File: src/rtl/f2c_queue_if.sv
// Opcode type shared by the ring and core sides, plus the ring/core handshake bundle of f2c_queue.
// The queue connects to the slave modport; the ring and core models connect to the master modport.
package f2c_pkg;
  typedef enum logic [1:0] {RD = 2'd0, WR = 2'd1, WR_BCAST = 2'd2, RD_RSP = 2'd3} t_opcode;
endpackage

interface f2c_queue_if
  import f2c_pkg::*;
#(
  parameter int ENTRIES = 4,
  parameter int ADDR_W  = 32,
  parameter int DATA_W  = 32,
  parameter int RQID_W  = 10
);
  localparam int TAG_W = $clog2(ENTRIES);

  logic              RingReqInValid;
  logic [RQID_W-1:0] RingReqInRequestor;
  t_opcode           RingReqInOpcode;
  logic [ADDR_W-1:0] RingReqInAddress;
  logic [DATA_W-1:0] RingReqInData;
  logic              MatchId;
  logic              RingReqInAccept;

  logic              RingRspOutValid;
  logic              RingRspOutReady;
  logic [RQID_W-1:0] RingRspOutRequestor;
  t_opcode           RingRspOutOpcode;
  logic [ADDR_W-1:0] RingRspOutAddress;
  logic [DATA_W-1:0] RingRspOutData;

  logic              CoreReqValid;
  logic              CoreReqReady;
  t_opcode           CoreReqOpcode;
  logic [ADDR_W-1:0] CoreReqAddress;
  logic [DATA_W-1:0] CoreReqData;
  logic [TAG_W-1:0]  CoreReqTag;

  logic              CoreRspValid;
  logic [TAG_W-1:0]  CoreRspTag;
  logic [DATA_W-1:0] CoreRspData;

  modport slave (
    input  RingReqInValid, RingReqInRequestor, RingReqInOpcode, RingReqInAddress, RingReqInData,
    output MatchId, RingReqInAccept,
    output RingRspOutValid, RingRspOutRequestor, RingRspOutOpcode, RingRspOutAddress, RingRspOutData,
    input  RingRspOutReady,
    output CoreReqValid, CoreReqOpcode, CoreReqAddress, CoreReqData, CoreReqTag,
    input  CoreReqReady,
    input  CoreRspValid, CoreRspTag, CoreRspData
  );

  modport master (
    output RingReqInValid, RingReqInRequestor, RingReqInOpcode, RingReqInAddress, RingReqInData,
    input  MatchId, RingReqInAccept,
    input  RingRspOutValid, RingRspOutRequestor, RingRspOutOpcode, RingRspOutAddress, RingRspOutData,
    output RingRspOutReady,
    input  CoreReqValid, CoreReqOpcode, CoreReqAddress, CoreReqData, CoreReqTag,
    output CoreReqReady,
    output CoreRspValid, CoreRspTag, CoreRspData
  );
endinterface

File: src/rtl/f2c_queue.sv
// Fabric-to-core request queue: buffers ring requests for this core, issues them oldest-first,
// and returns read data to the ring oldest-first.
//   state      | meaning
//   FREE       | entry unused
//   WRITE      | write waiting to be taken by the core
//   READ       | read waiting to be taken by the core
//   READ_PRGRS | read issued, waiting for core data
//   READ_RDY   | read data held, waiting for the ring
module f2c_queue
  import f2c_pkg::*;
#(
  parameter int ENTRIES  = 4,
  parameter int ADDR_W   = 32,
  parameter int DATA_W   = 32,
  parameter int RQID_W   = 10,
  parameter int COREID_W = 8
) (
  input  logic                         QClk,
  input  logic                         RstQnnnH,
  input  logic [COREID_W-1:0]          CoreID,
  f2c_queue_if.slave                   bus,
  output logic [$clog2(ENTRIES+1)-1:0] Occupancy,
  output logic                         ErrStray
);
  localparam int TAG_W = $clog2(ENTRIES);
  localparam int OCC_W = $clog2(ENTRIES + 1);

  typedef enum logic [2:0] {FREE, WRITE, READ, READ_PRGRS, READ_RDY} t_ent_state;

  t_ent_state        ent_state [ENTRIES];
  logic [RQID_W-1:0] ent_rqid  [ENTRIES];
  logic [ADDR_W-1:0] ent_addr  [ENTRIES];
  logic [DATA_W-1:0] ent_data  [ENTRIES];

  // age[i][j] set means entry i was allocated before entry j
  logic [ENTRIES-1:0][ENTRIES-1:0] age, age_nxt;

  logic [ENTRIES-1:0] free_vec, core_elig, ring_elig;
  logic [TAG_W-1:0]   alloc_idx, core_idx, ring_idx, core_lock_idx, ring_lock_idx;
  logic               core_lock, ring_lock;
  logic               id_match, alloc, core_hs, core_free, ring_hs, rsp_hit;

  function automatic logic [TAG_W-1:0] pick_oldest(input logic [ENTRIES-1:0] elig,
                                                   input logic [ENTRIES-1:0][ENTRIES-1:0] age_m);
    logic [TAG_W-1:0] idx;
    logic             found;
    logic             older;
    idx   = '0;
    found = 1'b0;
    for (int i = 0; i < ENTRIES; i++) begin
      older = 1'b0;
      for (int j = 0; j < ENTRIES; j++)
        if (elig[j] && age_m[j][i]) older = 1'b1;
      if (!found && elig[i] && !older) begin
        idx   = TAG_W'(i);
        found = 1'b1;
      end
    end
    return idx;
  endfunction

  always_comb begin
    free_vec  = '0;
    core_elig = '0;
    ring_elig = '0;
    alloc_idx = '0;
    for (int i = ENTRIES - 1; i >= 0; i--) begin
      free_vec[i]  = (ent_state[i] == FREE);
      core_elig[i] = (ent_state[i] == READ) || (ent_state[i] == WRITE);
      ring_elig[i] = (ent_state[i] == READ_RDY);
      if (ent_state[i] == FREE) alloc_idx = TAG_W'(i);
    end
  end

  assign id_match = (bus.RingReqInAddress[ADDR_W-1 -: COREID_W] == CoreID);
  assign bus.MatchId = bus.RingReqInValid && (bus.RingReqInOpcode != RD_RSP) &&
                       (id_match || (bus.RingReqInOpcode == WR_BCAST));
  assign alloc = bus.MatchId && (|free_vec);
  assign bus.RingReqInAccept = alloc;

  // A stalled offer stays locked on its entry so the payload cannot switch under the consumer
  assign core_idx = core_lock ? core_lock_idx : pick_oldest(core_elig, age);
  assign ring_idx = ring_lock ? ring_lock_idx : pick_oldest(ring_elig, age);

  assign bus.CoreReqValid   = core_lock || (|core_elig);
  assign bus.CoreReqOpcode  = (ent_state[core_idx] == READ) ? RD : WR;
  assign bus.CoreReqAddress = ent_addr[core_idx];
  assign bus.CoreReqData    = ent_data[core_idx];
  assign bus.CoreReqTag     = core_idx;

  assign bus.RingRspOutValid     = ring_lock || (|ring_elig);
  assign bus.RingRspOutOpcode    = RD_RSP;
  assign bus.RingRspOutRequestor = ent_rqid[ring_idx];
  assign bus.RingRspOutAddress   = ent_addr[ring_idx];
  assign bus.RingRspOutData      = ent_data[ring_idx];

  assign core_hs   = bus.CoreReqValid && bus.CoreReqReady;
  assign core_free = core_hs && (ent_state[core_idx] == WRITE);
  assign ring_hs   = bus.RingRspOutValid && bus.RingRspOutReady;
  assign rsp_hit   = bus.CoreRspValid && (int'(bus.CoreRspTag) < ENTRIES) &&
                     (ent_state[bus.CoreRspTag] == READ_PRGRS);

  always_comb begin
    age_nxt = age;
    if (alloc) begin
      for (int j = 0; j < ENTRIES; j++) begin
        age_nxt[alloc_idx][j] = 1'b0;
        age_nxt[j][alloc_idx] = !free_vec[j];
      end
    end
    for (int j = 0; j < ENTRIES; j++) begin
      if (core_free) begin
        age_nxt[core_idx][j] = 1'b0;
        age_nxt[j][core_idx] = 1'b0;
      end
      if (ring_hs) begin
        age_nxt[ring_idx][j] = 1'b0;
        age_nxt[j][ring_idx] = 1'b0;
      end
    end
  end

  always_ff @(posedge QClk or negedge RstQnnnH) begin
    if (!RstQnnnH) begin
      for (int i = 0; i < ENTRIES; i++) ent_state[i] <= FREE;
      age           <= '0;
      core_lock     <= 1'b0;
      ring_lock     <= 1'b0;
      core_lock_idx <= '0;
      ring_lock_idx <= '0;
      Occupancy     <= '0;
      ErrStray      <= 1'b0;
    end else begin
      age           <= age_nxt;
      core_lock     <= bus.CoreReqValid && !bus.CoreReqReady;
      core_lock_idx <= core_idx;
      ring_lock     <= bus.RingRspOutValid && !bus.RingRspOutReady;
      ring_lock_idx <= ring_idx;
      Occupancy     <= Occupancy + OCC_W'(alloc) - OCC_W'(core_free) - OCC_W'(ring_hs);
      if (bus.CoreRspValid && !rsp_hit) ErrStray <= 1'b1;
      if (core_hs) ent_state[core_idx] <= (ent_state[core_idx] == READ) ? READ_PRGRS : FREE;
      if (rsp_hit) ent_state[bus.CoreRspTag] <= READ_RDY;
      if (ring_hs) ent_state[ring_idx] <= FREE;
      if (alloc)   ent_state[alloc_idx] <= (bus.RingReqInOpcode == RD) ? READ : WRITE;
    end
  end

  always_ff @(posedge QClk) begin
    if (alloc) begin
      ent_rqid[alloc_idx] <= bus.RingReqInRequestor;
      ent_addr[alloc_idx] <= bus.RingReqInAddress;
      ent_data[alloc_idx] <= bus.RingReqInData;
    end
    if (rsp_hit) ent_data[bus.CoreRspTag] <= bus.CoreRspData;
  end
endmodule

File: src/flat_wrapper.sv
// flat-port wrapper written by rule: the top's interface ports become plain ports
module f2c_queue_flat import f2c_pkg::*;
#(
  parameter int ENTRIES  = 4,
  parameter int ADDR_W   = 32,
  parameter int DATA_W   = 32,
  parameter int RQID_W   = 10,
  parameter int COREID_W = 8
)
  (QClk, RstQnnnH, CoreID, Occupancy, ErrStray, bus_RingReqInValid, bus_RingReqInRequestor, bus_RingReqInOpcode, bus_RingReqInAddress, bus_RingReqInData, bus_MatchId, bus_RingReqInAccept, bus_RingRspOutValid, bus_RingRspOutRequestor, bus_RingRspOutOpcode, bus_RingRspOutAddress, bus_RingRspOutData, bus_RingRspOutReady, bus_CoreReqValid, bus_CoreReqOpcode, bus_CoreReqAddress, bus_CoreReqData, bus_CoreReqTag, bus_CoreReqReady, bus_CoreRspValid, bus_CoreRspTag, bus_CoreRspData);
  f2c_queue_if #(.ENTRIES(ENTRIES), .ADDR_W(ADDR_W), .DATA_W(DATA_W), .RQID_W(RQID_W)) bus_i ();
  input  logic QClk;
  input  logic RstQnnnH;
  input  logic [COREID_W-1:0] CoreID;
  output logic [$clog2(ENTRIES+1)-1:0] Occupancy;
  output logic ErrStray;
  input wire logic [$bits(bus_i.RingReqInValid)-1:0] bus_RingReqInValid;
  input wire logic [$bits(bus_i.RingReqInRequestor)-1:0] bus_RingReqInRequestor;
  input wire logic [$bits(bus_i.RingReqInOpcode)-1:0] bus_RingReqInOpcode;
  input wire logic [$bits(bus_i.RingReqInAddress)-1:0] bus_RingReqInAddress;
  input wire logic [$bits(bus_i.RingReqInData)-1:0] bus_RingReqInData;
  output wire logic [$bits(bus_i.MatchId)-1:0] bus_MatchId;
  output wire logic [$bits(bus_i.RingReqInAccept)-1:0] bus_RingReqInAccept;
  output wire logic [$bits(bus_i.RingRspOutValid)-1:0] bus_RingRspOutValid;
  output wire logic [$bits(bus_i.RingRspOutRequestor)-1:0] bus_RingRspOutRequestor;
  output wire logic [$bits(bus_i.RingRspOutOpcode)-1:0] bus_RingRspOutOpcode;
  output wire logic [$bits(bus_i.RingRspOutAddress)-1:0] bus_RingRspOutAddress;
  output wire logic [$bits(bus_i.RingRspOutData)-1:0] bus_RingRspOutData;
  input wire logic [$bits(bus_i.RingRspOutReady)-1:0] bus_RingRspOutReady;
  output wire logic [$bits(bus_i.CoreReqValid)-1:0] bus_CoreReqValid;
  output wire logic [$bits(bus_i.CoreReqOpcode)-1:0] bus_CoreReqOpcode;
  output wire logic [$bits(bus_i.CoreReqAddress)-1:0] bus_CoreReqAddress;
  output wire logic [$bits(bus_i.CoreReqData)-1:0] bus_CoreReqData;
  output wire logic [$bits(bus_i.CoreReqTag)-1:0] bus_CoreReqTag;
  input wire logic [$bits(bus_i.CoreReqReady)-1:0] bus_CoreReqReady;
  input wire logic [$bits(bus_i.CoreRspValid)-1:0] bus_CoreRspValid;
  input wire logic [$bits(bus_i.CoreRspTag)-1:0] bus_CoreRspTag;
  input wire logic [$bits(bus_i.CoreRspData)-1:0] bus_CoreRspData;
  assign bus_i.RingReqInValid = bus_RingReqInValid;
  assign bus_i.RingReqInRequestor = bus_RingReqInRequestor;
  assign bus_i.RingReqInOpcode = bus_RingReqInOpcode;
  assign bus_i.RingReqInAddress = bus_RingReqInAddress;
  assign bus_i.RingReqInData = bus_RingReqInData;
  assign bus_MatchId = bus_i.MatchId;
  assign bus_RingReqInAccept = bus_i.RingReqInAccept;
  assign bus_RingRspOutValid = bus_i.RingRspOutValid;
  assign bus_RingRspOutRequestor = bus_i.RingRspOutRequestor;
  assign bus_RingRspOutOpcode = bus_i.RingRspOutOpcode;
  assign bus_RingRspOutAddress = bus_i.RingRspOutAddress;
  assign bus_RingRspOutData = bus_i.RingRspOutData;
  assign bus_i.RingRspOutReady = bus_RingRspOutReady;
  assign bus_CoreReqValid = bus_i.CoreReqValid;
  assign bus_CoreReqOpcode = bus_i.CoreReqOpcode;
  assign bus_CoreReqAddress = bus_i.CoreReqAddress;
  assign bus_CoreReqData = bus_i.CoreReqData;
  assign bus_CoreReqTag = bus_i.CoreReqTag;
  assign bus_i.CoreReqReady = bus_CoreReqReady;
  assign bus_i.CoreRspValid = bus_CoreRspValid;
  assign bus_i.CoreRspTag = bus_CoreRspTag;
  assign bus_i.CoreRspData = bus_CoreRspData;
  f2c_queue #(.ENTRIES(ENTRIES), .ADDR_W(ADDR_W), .DATA_W(DATA_W), .RQID_W(RQID_W), .COREID_W(COREID_W)) u_core (.QClk(QClk), .RstQnnnH(RstQnnnH), .CoreID(CoreID), .bus(bus_i), .Occupancy(Occupancy), .ErrStray(ErrStray));
endmodule
File: config.mk
export PLATFORM = sky130hd
export DESIGN_NAME = f2c_queue_flat
export DESIGN_NICKNAME = d
export VERILOG_FILES = /design/src/rtl/f2c_queue_if.sv /design/src/rtl/f2c_queue.sv /design/src/flat_wrapper.sv
export SDC_FILE = /design/constraint.sdc
export NUM_CORES = 1
export LEC_CHECK = 0
export CAP_MARGIN = 10
export CELL_PAD_IN_SITES_DETAIL_PLACEMENT = 0
export CELL_PAD_IN_SITES_GLOBAL_PLACEMENT = 1
export CORE_MARGIN = 2
export CORE_UTILIZATION = 44
export CTS_CLUSTER_DIAMETER = 150
export DETAILED_ROUTE_END_ITERATION = 8
export PLACE_DENSITY = 0.8
export SYNTH_ARGS = -nofsm -noshare
export SYNTH_HDL_FRONTEND = slang
export SYNTH_SLANG_ARGS = --single-unit
export TNS_END_PERCENT = 20
File: constraint.sdc
create_clock -name QClk -period 4.3 [get_ports QClk]
set_input_delay 1.29 -clock QClk [delete_from_list [all_inputs] [get_ports QClk]]
set_output_delay 1.29 -clock QClk [all_outputs]
set_load 0.005 [all_outputs]
==> run summary, run 1 <==
post-synthesis sequential area ratio: 56.4%
Post-synth top cells: edfxtp_1, mux2_2, a21oi_1
DIE WIDTH: 203 um
final setup margin: -0.345 ns
post-synth top area cell: edfxtp_1
critical path class: reg2out
Post-Layout Inst Area: 24800 um2
critical path data arrival time: 3.35 ns
most frequent cell after synthesis: edfxtp_1
unrepaired setup endpoints after global routing: true
die area: 41300 um2
library cells used by synthesis: 61
Reg-to-Reg Start: u_core.ent_state[6]$_DFF_PN0_
vias in the first global route: 13800
Detailed Route Iter0 Violations: 789
fin. max-slew vios: 0
number of top-level pins: 276
CTS Buf Count: 38
Routability Congestion: 0.884
max_slew headroom: 63.0%
Ys Warns: 0
core box area: 38900 um2
Tightest Pin Transition: 0.551 ns
total power: 20.0 mW
leakage: 8.95 nW
largest net degree at the start of global routing: 39
Main synth FF type: edfxtp_1
Fillers: 2963
initial antenna violation count: 3
DR vias: 13200
non-filler cells, final: 2346
# setup viols final: 141
hold buffers post-CTS: 0
synthesized area per cell: 12.8 um2
Async SR Flop Fraction: 11.4%
status: complete, but fails checks
worst hold path type: reg2reg
placed wire-length estimate: 33200 um
Post-Syn Instances: 1359
Longest Clk Path Bufs: 3
kind of start point of the critical path: flop
H-Tree Depth: 2
Congestion Overflow GR: 0
max_cap viols: 0
hold path depth: 1
register bit total from synthesis: 334
Layout area overhead: 42.0%
GR Util All Layers: 25.1%
DR vias/cell: 5.64
Buffers on Ports: 272
Post-synth EDFFs: 296
DRC viols: 0
Die Ht: 203 um
layout cells sized above 1: 45.6%
placed insts: 2213
failing checks: setup timing
Hold Startpoint: u_core.ErrStray$_DFFE_PN0P_
worst skew pair latency: 0.54 ns
root buffer cell: clkbuf_16
drt wl/cell: 22.9 um
pwr/cell area: 808 nW/um2
DR pass1 iterations: 5
final wirelength: 53800 um
Final ANT Viol Nets: 0
nets@finish: 1928
Post-Place Cell Area: 22200 um2
first-pass GRT wire length: 79200 um
RR Endpoint: u_core.Occupancy[2]$_DFF_PN0_
CTS tree: built
synthesized cell area: 17500 um2
maximum net fanout on the critical path: 8
Worst IR Drop VDD: 0.432 mV
count of final hold-check violations: 0
Reg2Reg Depth: 17
dominant cells by area after synthesis: edfxtp_1, mux2_2, mux2i_1, dfrtp_1, a21oi_1
Min Hold Slack: 0.456 ns
Final Critical Period: 4.64 ns
clock-pin slew on the worst setup and hold paths: 0.06 ns
Row Count: 72
Hold EP: u_core.ErrStray$_DFFE_PN0P_
CP endpoint kind: output pin
dpl ws: -0.541 ns
f_max: 0.215 GHz
critical path required time: 3.01 ns
Sink Count: 334
effective utilization at floorplan: 44.8%
reg-to-reg slack, setup: 0.22 ns
Tcrit/Tclk final: 108%
Clock Skew: 0.0190 ns
Synth top area share: 50.9%
[layer usage]
metal	wire length [um]	up-vias	GRT usage, %
met5	42	-	0
met1	22600	6675	31.2
met3	3460	91	5.67
met2	26600	389	43.7
li1	-	6070	-
met4	1140	6	7.17
[layout make-up]
cell class	instances	area (um2)	share of cell area, %
inverters	12	61.3	0.247
well taps	518	648	2.62
diodes	1	2.50	0.0101
clock inverters	13	110	0.444
multi-input cells	914	8050	32.5
clock buffers	54	1030	4.17
flip-flops and latches	334	9840	39.7
repair buffers	500	5030	20.3
[flip-flops by register name (all words and copies together) (netlist names)]
signal,cells
u_core.ErrStray,1
u_core.Occupancy,3
u_core.age,16
u_core.core_lock,1
u_core.core_lock_idx,2
u_core.ent_addr,128
u_core.ent_data,128
u_core.ent_rqid,40
u_core.ent_state,12
u_core.ring_lock,1
u_core.ring_lock_idx,2
[metrics by stage]
step,setup TNS (ns),util [%]
floorplan,0,-
global placement,-20.99,57.0
detailed placement,-22.21,57.0
CTS,-33.88,62.4
global route,-40.36,63.7
finish,-25.85,63.7
[cell usage in the layout, fill, tap and decap left out, types with 15 or more instances in the layout]
cell             count
clkbuf_1            15
buf_2               94
a21oi_2             63
dfrtp_1             36
nand2_1             23
and2_1              51
edfxtp_1           296
clkdlybuf4s50_1    126
nor3b_1             17
a211oi_2            63
a21oi_1             90
nor2_1              54
nor2_2              39
mux2_2             195
clkbuf_2            27
buf_6               29
clkbuf_16           46
mux2i_1            140
buf_4              124
buf_12              49
[where the power goes]
group	total [mW]	switching, mW	internal, mW
Clock	3.04	1.25	1.79
Combinational	13.0	6.33	6.68
Sequential	3.98	0.163	3.82
[critical path, stage by stage (launching register included)]
cell and delay, ns:
dfrtp_1 0.38, or4b_4 0.55, or4_4 0.49, o211ai_1 0.11, buf_4 0.17, nand2_8 0.07, buf_12 0.16, buf_12 0.15
buf_12 0.14, mux2_4 0.31, nor2_4 0.11, a21oi_2 0.05, clkbuf_2 0.11
[cells by family (layout without fill, tap and decap cells)]
logic type | after synthesis | in the layout | share of synthesized area [%]
fa+ha+maj | 4 | 4 | 0.330
buf+inv | 112 | 579 | 3.19
xor+xnor | 14 | 14 | 0.703
mux | 346 | 346 | 21.3
other cells | 2 | 4 | 0.0430
simple gates | 285 | 285 | 9.03
flops | 334 | 334 | 56.4
compound gates | 262 | 262 | 9.04
[worst max path at each step]
stage / from / endpoint / slack, ns / depth (start not counted)
floorplan: CoreID[6] / u_core.ent_data[2][0]$_DFFE_PP_ / 0.19 / 9
global placement: CoreID[7] / bus_RingReqInAccept / -0.59 / 8
detailed placement: CoreID[7] / bus_RingReqInAccept / -0.54 / 8
CTS: u_core.ent_state[7]$_DFF_PN0_ / bus_RingRspOutRequestor[5] / -0.38 / 11
global route: u_core.ent_state[7]$_DFF_PN0_ / bus_RingRspOutData[25] / -0.43 / 12
finish: u_core.ent_state[7]$_DFF_PN0_ / bus_RingRspOutData[25] / -0.34 / 12
[timing repair]
| item | 4_1_cts | 5_1_grt |
|---|---|---|
| cloned | 10 | 8 |
| endpoints found under the hold margin | 0 | 0 |
| pin swaps | 45 | 49 |
| resized for setup | 614 | 199 |
| setup buffers | 28 | 23 |
| setup endpoints to repair | 144 | 143 |
No activity file was read; power rests on OpenSTA's default activity.
==> run 2, diff against run 1 <==
CORE_ASPECT_RATIO = 1.25   (was unset)
==> run 2 against run 1 <==
Net effect: the run still ends with setup timing left; via count is 1.5% lower; critical endpoint is now bus_RingRspOutRequestor[5]; critical path depth is the same; first-iteration DRC count fell by 11%; count of clock-buffer cells in the layout shrank 7; largest power group unchanged; core utilization down 0.93 points; worst hold slack hardly changed; final area shrank 0.95%; worst setup slack lost 0.022 ns; clock skew rose by 0.0047 ns; cell count decreased by 1.5%.
==> run summary, run 2 (synthesis results as in run 1) <==
status: complete, but fails checks (unchanged)
failing checks: setup timing (unchanged)
Reg2Reg Depth: 20 (was 17)
H-Tree Depth: 2 (unchanged)
GR Util All Layers: 25.2% (was 25.1%)
DR vias/cell: 5.64 (about the same)
DR vias: 13000 (was 13200)
Reg-to-Reg Start: u_core.ent_state[10]$_DFF_PN0_ (was u_core.ent_state[6]$_DFF_PN0_)
slowest CP cell: or4b_4 (unchanged)
cell mode on critical path: buf_12 (unchanged)
critical path data arrival time: 3.38 ns (was 3.35 ns)
final wirelength: 52600 um (was 53800 um)
DIE WIDTH: 182 um (was 203 um)
largest registers: u_core.ent_addr x128, u_core.ent_data x128, u_core.ent_rqid x40 (unchanged)
Hold EP: u_core.ErrStray$_DFFE_PN0P_ (unchanged)
pwr/cell area: 796 nW/um2 (was 808 nW/um2)
Tightest Pin Transition: 0.665 ns (was 0.551 ns)
crit-path max cell delay: 0.54 ns (was 0.55 ns)
nets@finish: 1913 (was 1928)
root buffer cell: clkbuf_16 (unchanged)
leakage: 8.89 nW (was 8.95 nW)
reg-to-reg slack, setup: 0.04 ns (was 0.22 ns)
Worst IR Drop VDD: 0.441 mV (was 0.432 mV)
Critical Path, Cell by Cell: or4b_4 -> or4_4 -> o211ai_1 -> buf_4 -> buf_12 -> nand2_8 -> buf_16 -> buf_12 -> mux2_2 -> nor2_1 -> a21oi_1 -> buf_2 (was or4b_4 -> or4_4 -> o211ai_1 -> buf_4 -> nand2_8 -> buf_12 -> buf_12 -> buf_12 -> mux2_4 -> nor2_4 -> a21oi_2 -> clkbuf_2)
layout cells sized above 1: 44.3% (was 45.6%)
most frequent cells in the layout: edfxtp_1, mux2_2, mux2i_1 (unchanged)
number of top-level pins: 276 (unchanged)
Final ANT Viol Nets: 0 (unchanged)
DRC viols: 0 (unchanged)
Hold Startpoint: u_core.ErrStray$_DFFE_PN0P_ (unchanged)
first-pass GRT wire length: 78800 um (was 79200 um)
CTS Buf Count: 35 (was 38)
initial antenna violation count: 3 (unchanged)
CP endpoint kind: output pin (unchanged)
Fillers: 3038 (was 2963)
max_slew headroom: 55.6% (was 63.0%)
multi-input combinational cell area: 8100 um2 (was 8050 um2)
unrepaired setup endpoints after global routing: true (unchanged)
Longest Clk Path Bufs: 3 (unchanged)
Final Util: 62.7% (was 63.7%)
core box area: 39100 um2 (was 38900 um2)
effective utilization at floorplan: 44.6% (was 44.8%)
# setup viols final: 141 (unchanged)
RR Endpoint: u_core.Occupancy[2]$_DFF_PN0_ (unchanged)
kind of start point of the critical path: flop (unchanged)
f_max: 0.214 GHz (was 0.215 GHz)
Congestion Overflow GR: 0 (unchanged)
final setup margin: -0.367 ns (was -0.345 ns)
worst hold path type: reg2reg (unchanged)
drt wl/cell: 22.8 um (was 22.9 um)
hold path depth: 1 (unchanged)
Die Ht: 227 um (was 203 um)
maximum net fanout on the critical path: 6 (was 8)
vias in the first global route: 13600 (was 13800)
Setup TNS: -35.74 ns (was -25.85 ns)
largest net degree at the start of global routing: 48 (was 39)
CTS tree: built (unchanged)
critical path required time: 3.01 ns (about the same)
total power: 19.5 mW (was 20.0 mW)
DR pass1 iterations: 5 (unchanged)
sequential standard cell area: 9840 um2 (unchanged)
Layout area overhead: 40.6% (was 42.0%)
Routability Congestion: 0.910 (was 0.884)
Detailed Route Iter0 Violations: 699 (was 789)
Tcrit/Tclk final: 109% (was 108%)
critical path class: reg2out (unchanged)
worst skew pair latency: 0.54 ns (about the same)
placed wire-length estimate: 31900 um (was 33200 um)
dpl ws: -0.464 ns (was -0.541 ns)
Final Critical Period: 4.67 ns (was 4.64 ns)
count of final hold-check violations: 0 (unchanged)
Buffers on Ports: 272 (unchanged)
commonest non-fill, non-tap cell in the layout: edfxtp_1 (unchanged)
Sink Count: 334 (unchanged)
die area: 41300 um2 (about the same)
Row Count: 81 (was 72)
max_cap viols: 0 (unchanged)
Clock Skew: 0.0237 ns (was 0.0190 ns)
fin. max-slew vios: 0 (unchanged)
clock-pin slew on the worst setup and hold paths: 0.06 ns (about the same)
## run 2: timing repair
| action | in CTS | in global routing |
|---|---|---|
| pin swaps | 80 | 83 |
| cloned | 17 | 0 |
| setup endpoints to repair | 143 | 144 |
| buffers inserted | 46 | 21 |
| resized for setup | 599 | 220 |
| hold buffers | 0 | 0 |
## run 2: worst max-delay path, delay by kind of cell, from the launching register on
kind / cells / cell delay (ns)
AO/OA/AOI/OAI: 2 / 0.19
multiplexers: 1 / 0.26
AND/OR/NAND/NOR: 4 / 1.16
buffers and inverters: 5 / 0.77
flip-flops: 1 / 0.46
## run 2: worst max-delay path by stage
stage                                                  to  cells after the start  slack (ns)                     startpoint
after floorplan           u_core.ent_data[2][0]$_DFFE_PP_                      9        0.19                      CoreID[6]
after global placement                bus_RingReqInAccept                      8       -0.43       bus_RingReqInAddress[31]
after detailed placement              bus_RingReqInAccept                      8       -0.46       bus_RingReqInAddress[30]
after CTS                        bus_RingRspOutAddress[0]                     12       -0.54  u_core.ent_state[6]$_DFF_PN0_
after global routing            bus_RingRspOutAddress[31]                     11       -0.47  u_core.ent_state[6]$_DFF_PN0_
final                          bus_RingRspOutRequestor[5]                     12       -0.37  u_core.ent_state[6]$_DFF_PN0_
## run 2: power breakdown
part           leakage (nW)  internal (mW)  switching, mW
Clock                 0.524           1.69           1.23
Combinational          5.20           6.45           6.17
Sequential             3.17           3.82          0.185
## run 2: final cells by class
class | instances | share of cell area, %
flip-flops and latches | 334 | 40.1
multi-input cells | 916 | 33.0
repair buffers | 485 | 19.6
clock buffers | 47 | 3.88
well taps | 498 | 2.54
clock inverters | 16 | 0.607
inverters | 12 | 0.234
repair inverters | 1 | 0.0663
diodes | 2 | 0.0204
## run 2: layer usage
metal  wire (um)  GRT usage [%]  vias up  share of wire, %
li1            -              -     6044                 -
met1       20500           28.9     6517                39
met2       27600           46.7      386                52
met3        2950           5.19       85               5.6
met4        1590           8.90        4               3.0
met5          27              0        -             0.051
## run 2: per-stage QoR
step | cells | cell area [um2] | hold WS, ns
floorplan | 1360 | 17500 | 0.451
global placement | 2171 | 21900 | 0.457
detailed placement | 2171 | 21900 | 0.447
CTS | 2295 | 24100 | 0.459
global route | 2310 | 24500 | 0.487
finish | 2311 | 24500 | 0.457
==> run 3, diff against run 2 <==
CORE_MARGIN = unset   (was 2)
MAX_ROUTING_LAYER = met4   (was unset)
SLEW_MARGIN = 40   (was unset)
==> run 3 against run 2 <==
Net effect: the flow still finishes with violations (setup timing); combinational power increased by 9%; register-to-register slack improved by 0.13 ns; via count increased by 1.7%; global-route usage increased by 1.4 points; cell count increased by 0.61%; clock power increased by 2%; non-clock buffer count increased by 15; core utilization increased by 1.0 points; final area increased by 1.6%; largest power group unchanged.
==> run summary, run 3 (synthesis results as in run 1) <==
non-filler cells, final: 2325 (was 2311)
most frequent cells in the layout: edfxtp_1, mux2_2, mux2i_1 (unchanged)
Tightest Pin Transition: 0.689 ns (was 0.665 ns)
vias in the first global route: 13700 (was 13600)
root buffer cell: clkbuf_16 (unchanged)
final wirelength: 54500 um (was 52600 um)
Longest Clk Path Bufs: 3 (unchanged)
Routability Congestion: 0.934 (was 0.910)
core box area: 39100 um2 (unchanged)
CTS tree: built (unchanged)
f_max: 0.215 GHz (was 0.214 GHz)
largest net degree at the start of global routing: 55 (was 48)
critical path class: reg2out (unchanged)
clock-pin slew on the worst setup and hold paths: 0.06 ns (about the same)
failing checks: setup timing (unchanged)
CTS Buf Count: 36 (was 35)
# setup viols final: 141 (unchanged)
Final Critical Period: 4.65 ns (was 4.67 ns)
unrepaired setup endpoints after global routing: true (unchanged)
Fillers: 2949 (was 3038)
DR vias: 13300 (was 13000)
placed insts: 2170 (was 2171)
Worst IR Drop VDD: 0.500 mV (was 0.441 mV)
placed wire-length estimate: 32000 um (was 31900 um)
CP endpoint kind: output pin (unchanged)
dpl ws: -0.535 ns (was -0.464 ns)
worst skew pair latency: 0.55 ns (was 0.54 ns)
die area: 40500 um2 (was 41300 um2)
Layout area overhead: 42.9% (was 40.6%)
critical path required time: 3.01 ns (about the same)
drt wl/cell: 23.4 um (was 22.8 um)
fin. max-slew vios: 0 (unchanged)
Buffers on Ports: 272 (unchanged)
worst hold path type: reg2reg (unchanged)
Clock Skew: 0.0273 ns (was 0.0237 ns)
status: complete, but fails checks (unchanged)
GR Util All Layers: 26.7% (was 25.2%)
DR vias/cell: 5.70 (was 5.64)
Setup TNS: -34.20 ns (was -35.74 ns)
pwr/cell area: 827 nW/um2 (was 796 nW/um2)
Die Ht: 225 um (was 227 um)
max_slew headroom: 54.1% (was 55.6%)
Sink Count: 334 (unchanged)
effective utilization at floorplan: 44.6% (unchanged)
maximum net fanout on the critical path: 10 (was 6)
DIE WIDTH: 180 um (was 182 um)
Final Util: 63.7% (was 62.7%)
max_cap viols: 0 (unchanged)
total power: 20.6 mW (was 19.5 mW)
Tcrit/Tclk final: 108% (was 109%)
count of final hold-check violations: 0 (unchanged)
commonest non-fill, non-tap cell in the layout: edfxtp_1 (unchanged)
layout cells sized above 1: 45.1% (was 44.3%)
H-Tree Depth: 2 (unchanged)
DRC viols: 0 (unchanged)
Final ANT Viol Nets: 0 (unchanged)
initial antenna violation count: 2 (was 3)
leakage: 9.09 nW (was 8.89 nW)
Congestion Overflow GR: 0 (unchanged)
nets@finish: 1927 (was 1913)
Detailed Route Iter0 Violations: 925 (was 699)
number of top-level pins: 276 (unchanged)
kind of start point of the critical path: flop (unchanged)
final setup margin: -0.355 ns (was -0.367 ns)
largest registers: u_core.ent_addr x128, u_core.ent_data x128, u_core.ent_rqid x40 (unchanged)
critical path data arrival time: 3.36 ns (was 3.38 ns)
DR pass1 iterations: 5 (unchanged)
first-pass GRT wire length: 79300 um (was 78800 um)
Row Count: 81 (unchanged)
run 3: power by group:
part           switching, mW  leakage (nW)  internal (mW)
combinational           6.48          5.38           7.17
clock                   1.25         0.546           1.71
sequential             0.180          3.17           3.82
run 3: per-stage QoR:
step	instance area, um2	hold WS, ns
finish	24900	0.460
global placement	21900	0.443
CTS	24300	0.463
global route	24900	0.484
floorplan	17500	0.451
detailed placement	21900	0.446
run 3: path summary, 6_finish.rpt:
kind | from | endpoint | slack, ns | depth (start not counted)
min in group asynchronous | RstQnnnH | u_core.ent_state[4]$_DFF_PN0_ | 0.70 | 1
worst min register to register | u_core.ErrStray$_DFFE_PN0P_ | u_core.ErrStray$_DFFE_PN0P_ | 0.46 | 1
worst min-delay path | u_core.ErrStray$_DFFE_PN0P_ | u_core.ErrStray$_DFFE_PN0P_ | 0.46 | 1
worst max register to register | u_core.ent_state[6]$_DFF_PN0_ | u_core.Occupancy[2]$_DFF_PN0_ | 0.17 | 17
max in group asynchronous | RstQnnnH | u_core.ring_lock_idx[1]$_DFF_PN0_ | 3.20 | 1
worst max-delay path | u_core.ent_state[1]$_DFF_PN0_ | bus_RingRspOutData[31] | -0.35 | 12
run 3: worst max-delay path: stages, from the launching register on:
cell       delay [ns]
dfrtp_1          0.42
buf_6            0.16
or4bb_4          0.52
a41oi_2          0.22
o211ai_1         0.24
nand2_8          0.19
buf_12           0.17
buf_12           0.12
clkbuf_16        0.15
mux2_2           0.33
nor2_1           0.08
a21oi_1          0.05
buf_2            0.17
run 3: routing by layer:
metal	vias up	part of all wire (%)	track usage (%)
li1	6095	-	-
met1	6559	38	29.8
met2	494	52	48.2
met3	106	6.1	4.27
met4	0	3.2	9.15
met5	-	0	-
run 3: what timing repair did:
| item | in CTS | in global routing |
|---|---|---|
| cloned | 20 | 8 |
| gates resized for setup | 561 | 254 |
| endpoints found under the setup margin | 144 | 144 |
| pin swaps | 73 | 53 |
| hold buffers | 0 | 0 |
| setup buffers | 41 | 26 |
run 3: cell type report:
type	instances	area, um2	share of cell area (%)
timing repair inverter	1	16.3	0.0652
multi-input combinational	914	8030	32.2
clock inverter	18	141	0.567
inverter	12	61.3	0.246
tap	498	623	2.50
clock buffer	46	970	3.89
antenna	2	5.00	0.0201
sequential	334	9840	39.5
timing repair buffer	500	5250	21.1
==> variant 1: new RTL, settings of run 1 <==
Reset style: synchronous (`RstQnnnH`), changed in one clocked block.
--- a/src/rtl/f2c_queue.sv
+++ b/src/rtl/f2c_queue.sv
@@ -120,7 +120,7 @@
     end
   end
 
-  always_ff @(posedge QClk or negedge RstQnnnH) begin
+  always_ff @(posedge QClk) begin
     if (!RstQnnnH) begin
       for (int i = 0; i < ENTRIES; i++) ent_state[i] <= FREE;
       age           <= '0;
Function: differs if RstQnnnH is asserted again (counterexample within 4 cycles, from zero or initial values and one cycle with RstQnnnH low); with RstQnnnH held inactive, the same outputs for 4 cycles.
==> variant 1 against run 1 <==
The flow still finishes with violations (negative setup slack). Design area grew 3.3%. Synthesized area is 1.8% lower. Routed wire length is 14% higher. Setup slack got worse by 0.063 ns. Core utilization grew 2.7 points. Sequential cell count unchanged. Via count increased by 15%. Critical endpoint is now bus_CoreReqAddress[7]. Largest cell class unchanged.
Power is not compared: it rests on default switching activity, and its combinational part moved more than twofold at a synthesized area within 25%.
==> variant 1: results (changes against run 1) <==
[timing]
setup_violations=139  ; was 141
setup-tns-final_ns=-31.58  ; was -25.85 ns
worst_slack_ns=-0.408  ; was -0.345 ns

[synthesis]
synth_compound_area_frac=0.115  ; was 0.0904
yosysSeqAreaShare=0.568  ; was 0.564
synth-xor-area-share=0.00767  ; was 0.00703
synth-edff-count=304  ; was 296
synthArstFlopShare=0  ; was 0.114
muxShareOfSynthArea=0.0854  ; was 0.213
synth.distinct_cells=64  ; was 61

[finish]
fin_nets=2175  ; was 1928
n_clock_buffer=48  ; was 54
n_fill_cell=2919  ; was 2963
n_all_buffers=525  ; was 500
layout.area.seq_sq_mm=0.00973  ; was 0.00984 sq mm
sh_seq_area=0.380  ; was 0.397
antenna_cells=0  ; was 1

[worst_setup_path]
cpMaxStageDelayCell=edfxtp_1  ; was or4b_4
cpPeakStageDelay_ns=0.45  ; was 0.55 ns
path_max_fanout=7  ; was 8

[drt]
via_count=15200  ; was 13200
dr.pass1.iters=8  ; was 5

[outcome]
status=finished, violations left  ; unchanged
violations=negative setup slack  ; unchanged

[grt]
grtUsageTotal=0.280  ; was 0.251

[placed_design]
dp.cells=2432  ; was 2213

==> variant 1: cell types whose count changed in the layout (fill, tap and decap cells not counted), moves of 42 or more <==
| cell | delta |
|---|---|
| a21oi_2 | -62 |
| a21oi_1 | -80 |
| nand2_1 | +362 |
| a31oi_1 | +100 |
| mux2_2 | -67 |
| nand2_2 | +47 |
| and3_4 | +42 |
| mux2i_1 | -140 |
==> variant 1: path summary, 6_finish.rpt <==
kind,from,end,cells after the start,slack (ns)
max reg2reg,u_core.ent_state[3][0],u_core.Occupancy[2],21,0.03
min,u_core.age[10],u_core.age[10],2,0.48
min reg2reg,u_core.age[10],u_core.age[10],2,0.48
max,u_core.ent_state[3][0],bus_CoreReqAddress[7],13,-0.41
==> variant 1: critical path, delay by kind of cell, from the launching register on <==
family / cells / cell delay [ns]
AO/OA/AOI/OAI: 2 / 0.41
AND/OR/NAND/NOR: 4 / 1.05
buffers and inverters: 6 / 0.77
flip-flops: 1 / 0.45
XOR/XNOR: 1 / 0.21
==> variant 2: new RTL, flow settings as in run 1 <==
Made on the original files. `DATA_W` is set to 32 in 3 places; all go to 28.
--- a/src/rtl/f2c_queue_if.sv
+++ b/src/rtl/f2c_queue_if.sv
@@ -9,7 +9,7 @@
 #(
   parameter int ENTRIES = 4,
   parameter int ADDR_W  = 32,
-  parameter int DATA_W  = 32,
+  parameter int DATA_W  = 28,
   parameter int RQID_W  = 10
 );
   localparam int TAG_W = $clog2(ENTRIES);
--- a/src/rtl/f2c_queue.sv
+++ b/src/rtl/f2c_queue.sv
@@ -11,7 +11,7 @@
 #(
   parameter int ENTRIES  = 4,
   parameter int ADDR_W   = 32,
-  parameter int DATA_W   = 32,
+  parameter int DATA_W   = 28,
   parameter int RQID_W   = 10,
   parameter int COREID_W = 8
 ) (
--- a/src/flat_wrapper.sv
+++ b/src/flat_wrapper.sv
@@ -3,7 +3,7 @@
 #(
   parameter int ENTRIES  = 4,
   parameter int ADDR_W   = 32,
-  parameter int DATA_W   = 32,
+  parameter int DATA_W   = 28,
   parameter int RQID_W   = 10,
   parameter int COREID_W = 8
 )
Ports: changed (resized bus_CoreReqData, bus_CoreRspData, bus_RingReqInData and bus_RingRspOutData); port bits go from 276 to 260. The function was not compared with the original's and may differ.
==> variant 2 against run 1 <==
Total power fell by 25%. Core utilization fell by 2.5 points. Worst hold slack improved by 0.029 ns. Largest cell class unchanged. Clock skew is 0.0074 ns lower. Design area down 7.5%. Cell count down 5.6%. Synthesized area is 4.3% lower. Routed wire length down 14%. Sequential share of layout area is 1.1 points higher. The run still ends with negative setup slack left. Sequential cell count decreased by 16. Clock power hardly changed. Maximum frequency down 7.2%. Setup slack worse by 0.36 ns.
==> variant 2: results (changes against run 1) <==
[outcome]
status=finished, violations left  ; unchanged
violations=negative setup slack  ; unchanged

[synthesis]
synth-xor-area-share=0.00734  ; was 0.00703
muxShareOfSynthArea=0.246  ; was 0.213
synth-edff-count=280  ; was 296
yosys_warnings=0  ; unchanged
synth.distinct_cells=66  ; was 61
synthFlopType=edfxtp_1  ; unchanged
synth_adder_area_share=0.00344  ; was 0.00330
yosysSeqAreaShare=0.560  ; was 0.564
synthTopCellsByArea=edfxtp_1 50%, mux2_2 13%, mux2i_1 8.3%  ; was edfxtp_1 51%, mux2_2 13%, mux2i_1 8.3%
yosys-top-cells-count=280 x edfxtp_1, 197 x mux2_2, 149 x nor2_1  ; was 296 x edfxtp_1, 200 x mux2_2, 153 x a21oi_1
synth_compound_area_frac=0.0601  ; was 0.0904
synthArstFlopShare=0.119  ; was 0.114

[placed_design]
port_buffers=256  ; was 272
gp_congestion=0.905  ; was 0.884
post-dp-hpwl_um=31100  ; was 33200 um
placedInstanceArea_sq_mm=0.0210  ; was 0.0222 sq mm

[timing]
setup_violations=135  ; was 141
relSlewSlack=0.376  ; was 0.630
setup-tns-final_ns=-47.71  ; was -25.85 ns
worst_slack_ns=-0.707  ; was -0.345 ns
finalClockSkew_ns=0.0116  ; was 0.0190 ns

[finish]
n_fill_cell=2983  ; was 2963
largest-register=u_core.ent_addr
drive_above_1_share=0.333  ; was 0.456
fin_nets=1800  ; was 1928
reg_top3=u_core.ent_addr: 128 flops, u_core.ent_data: 112 flops, u_core.ent_rqid: 40 flops  ; was u_core.ent_addr: 128 flops, u_core.ent_data: 128 flops, u_core.ent_rqid: 40 flops

[grt]
antenna_found_initial=7  ; was 3
grt_pass1_wl_um=68400  ; was 79200 um
grt_max_degree=56  ; was 39
grt_pass1_vias=12100  ; was 13800
grtUsageTotal=0.229  ; was 0.251

[drt]
wl_per_cell_um=21.0  ; was 22.9 um
dr.first_iter.drc_count=660  ; was 789
dr.pass1.iters=7  ; was 5
viasPerCell=5.44  ; was 5.64

[clock_network]
cts-root-buf=clkbuf_16  ; unchanged
clk_path_buf_depth=3  ; unchanged
clkTransAtPathRegs_ns=0.06  ; about the same
htreeDepth=2  ; unchanged
cts_buffers=36  ; was 38
cts_sinks=318  ; was 334
worstSkewPairLatency_ns=0.55

[pwr]
p_switching_w=0.00524  ; was 0.00774 W
ir_worst_vdd_mv=0.382  ; was 0.432 mV
leakagePower_nw=8.69  ; was 8.95 nW

[worst_setup_path]
worstPathArrival_ns=3.72  ; was 3.35 ns
path_max_fanout=8  ; unchanged

[min_path]
hold_class=flip-flop to flip-flop  ; unchanged

-- variant 2: critical path: stages, from the launching register on --
cell	delay, ns
dfrtp_1	0.41
xnor2_2	0.15
or3_1	0.33
or4_4	0.44
a2111oi_4	0.36
a21o_4	0.20
buf_12	0.14
buf_4	0.18
o21ai_1	0.09
a31oi_1	0.29
clkdlybuf4s50_1	0.57
-- variant 2: final cells by class --
class                           instances  area, sq um  share of cell area
Timing Repair Buffer                  451         4580               0.200
Inverter                                7         26.3             0.00115
Sequential cell                       318         9360               0.408
Clock buffer                           44          972              0.0424
Antenna cell                            1         2.50            0.000109
Tap cell                              511          639              0.0279
Clock inverter                         16          181             0.00792
Multi-Input combinational cell        866         7150               0.312
-- variant 2: metal layers --
layer / up-vias / GRT usage / part of all wire
met5: - / 0 / 0.0016
met4: 12 / 0.0713 / 0.025
met3: 98 / 0.0668 / 0.071
met2: 383 / 0.389 / 0.48
met1: 5909 / 0.283 / 0.42
li1: 5646 / - / -
-- variant 2: logic make-up after synthesis --
logic type      after synthesis
mux                         381
compound gates              180
fa+ha+maj                     4
buf+inv                      97
xor+xnor                     14
flops                       318
simple gates                284
other cells                   2
-- variant 2: through the flow --
step,instances,utilization,worst slack [ns]
final,2214,0.611,-0.707
after global routing,2213,0.611,-0.843
after CTS,2180,0.600,-0.793
after detailed placement,2108,0.561,-0.704
after global placement,2108,0.561,-0.697
after floorplan,1281,-,0.353
-- variant 2: worst paths after layout --
check,endpoint,slack (ns),cells after the start,from
max in group asynchronous,u_core.age[0],2.83,1,RstQnnnH
worst min register to register,u_core.ErrStray,0.49,1,u_core.ErrStray
worst max-delay path,bus_CoreReqOpcode[0],-0.71,10,u_core.ent_state[0]
worst min-delay path,u_core.ErrStray,0.49,1,u_core.ErrStray
worst max register to register,u_core.Occupancy[2],0.21,16,u_core.ent_state[6]
min in group asynchronous,u_core.Occupancy[0],0.87,1,RstQnnnH
-- variant 2: power groups by stage --
stage | logic [W] | clock network, W | registers (W)
2_1_floorplan | 0.00393 | 0 | 0.00377
3_3_place_gp | 0.00767 | 0 | 0.00381
3_5_place_dp | 0.00772 | 0 | 0.00382
4_1_cts | 0.00797 | 0.00310 | 0.00377
5_1_grt | 0.00888 | 0.00322 | 0.00379
6_report | 0.00828 | 0.00303 | 0.00377
-- variant 2: what timing repair did --
item,in CTS,in global routing
gates cloned,2,3
gates resized for setup,102,198
endpoints found under the setup margin,135,135
pin swaps,3,15
hold buffers,0,0
buffers inserted,10,31
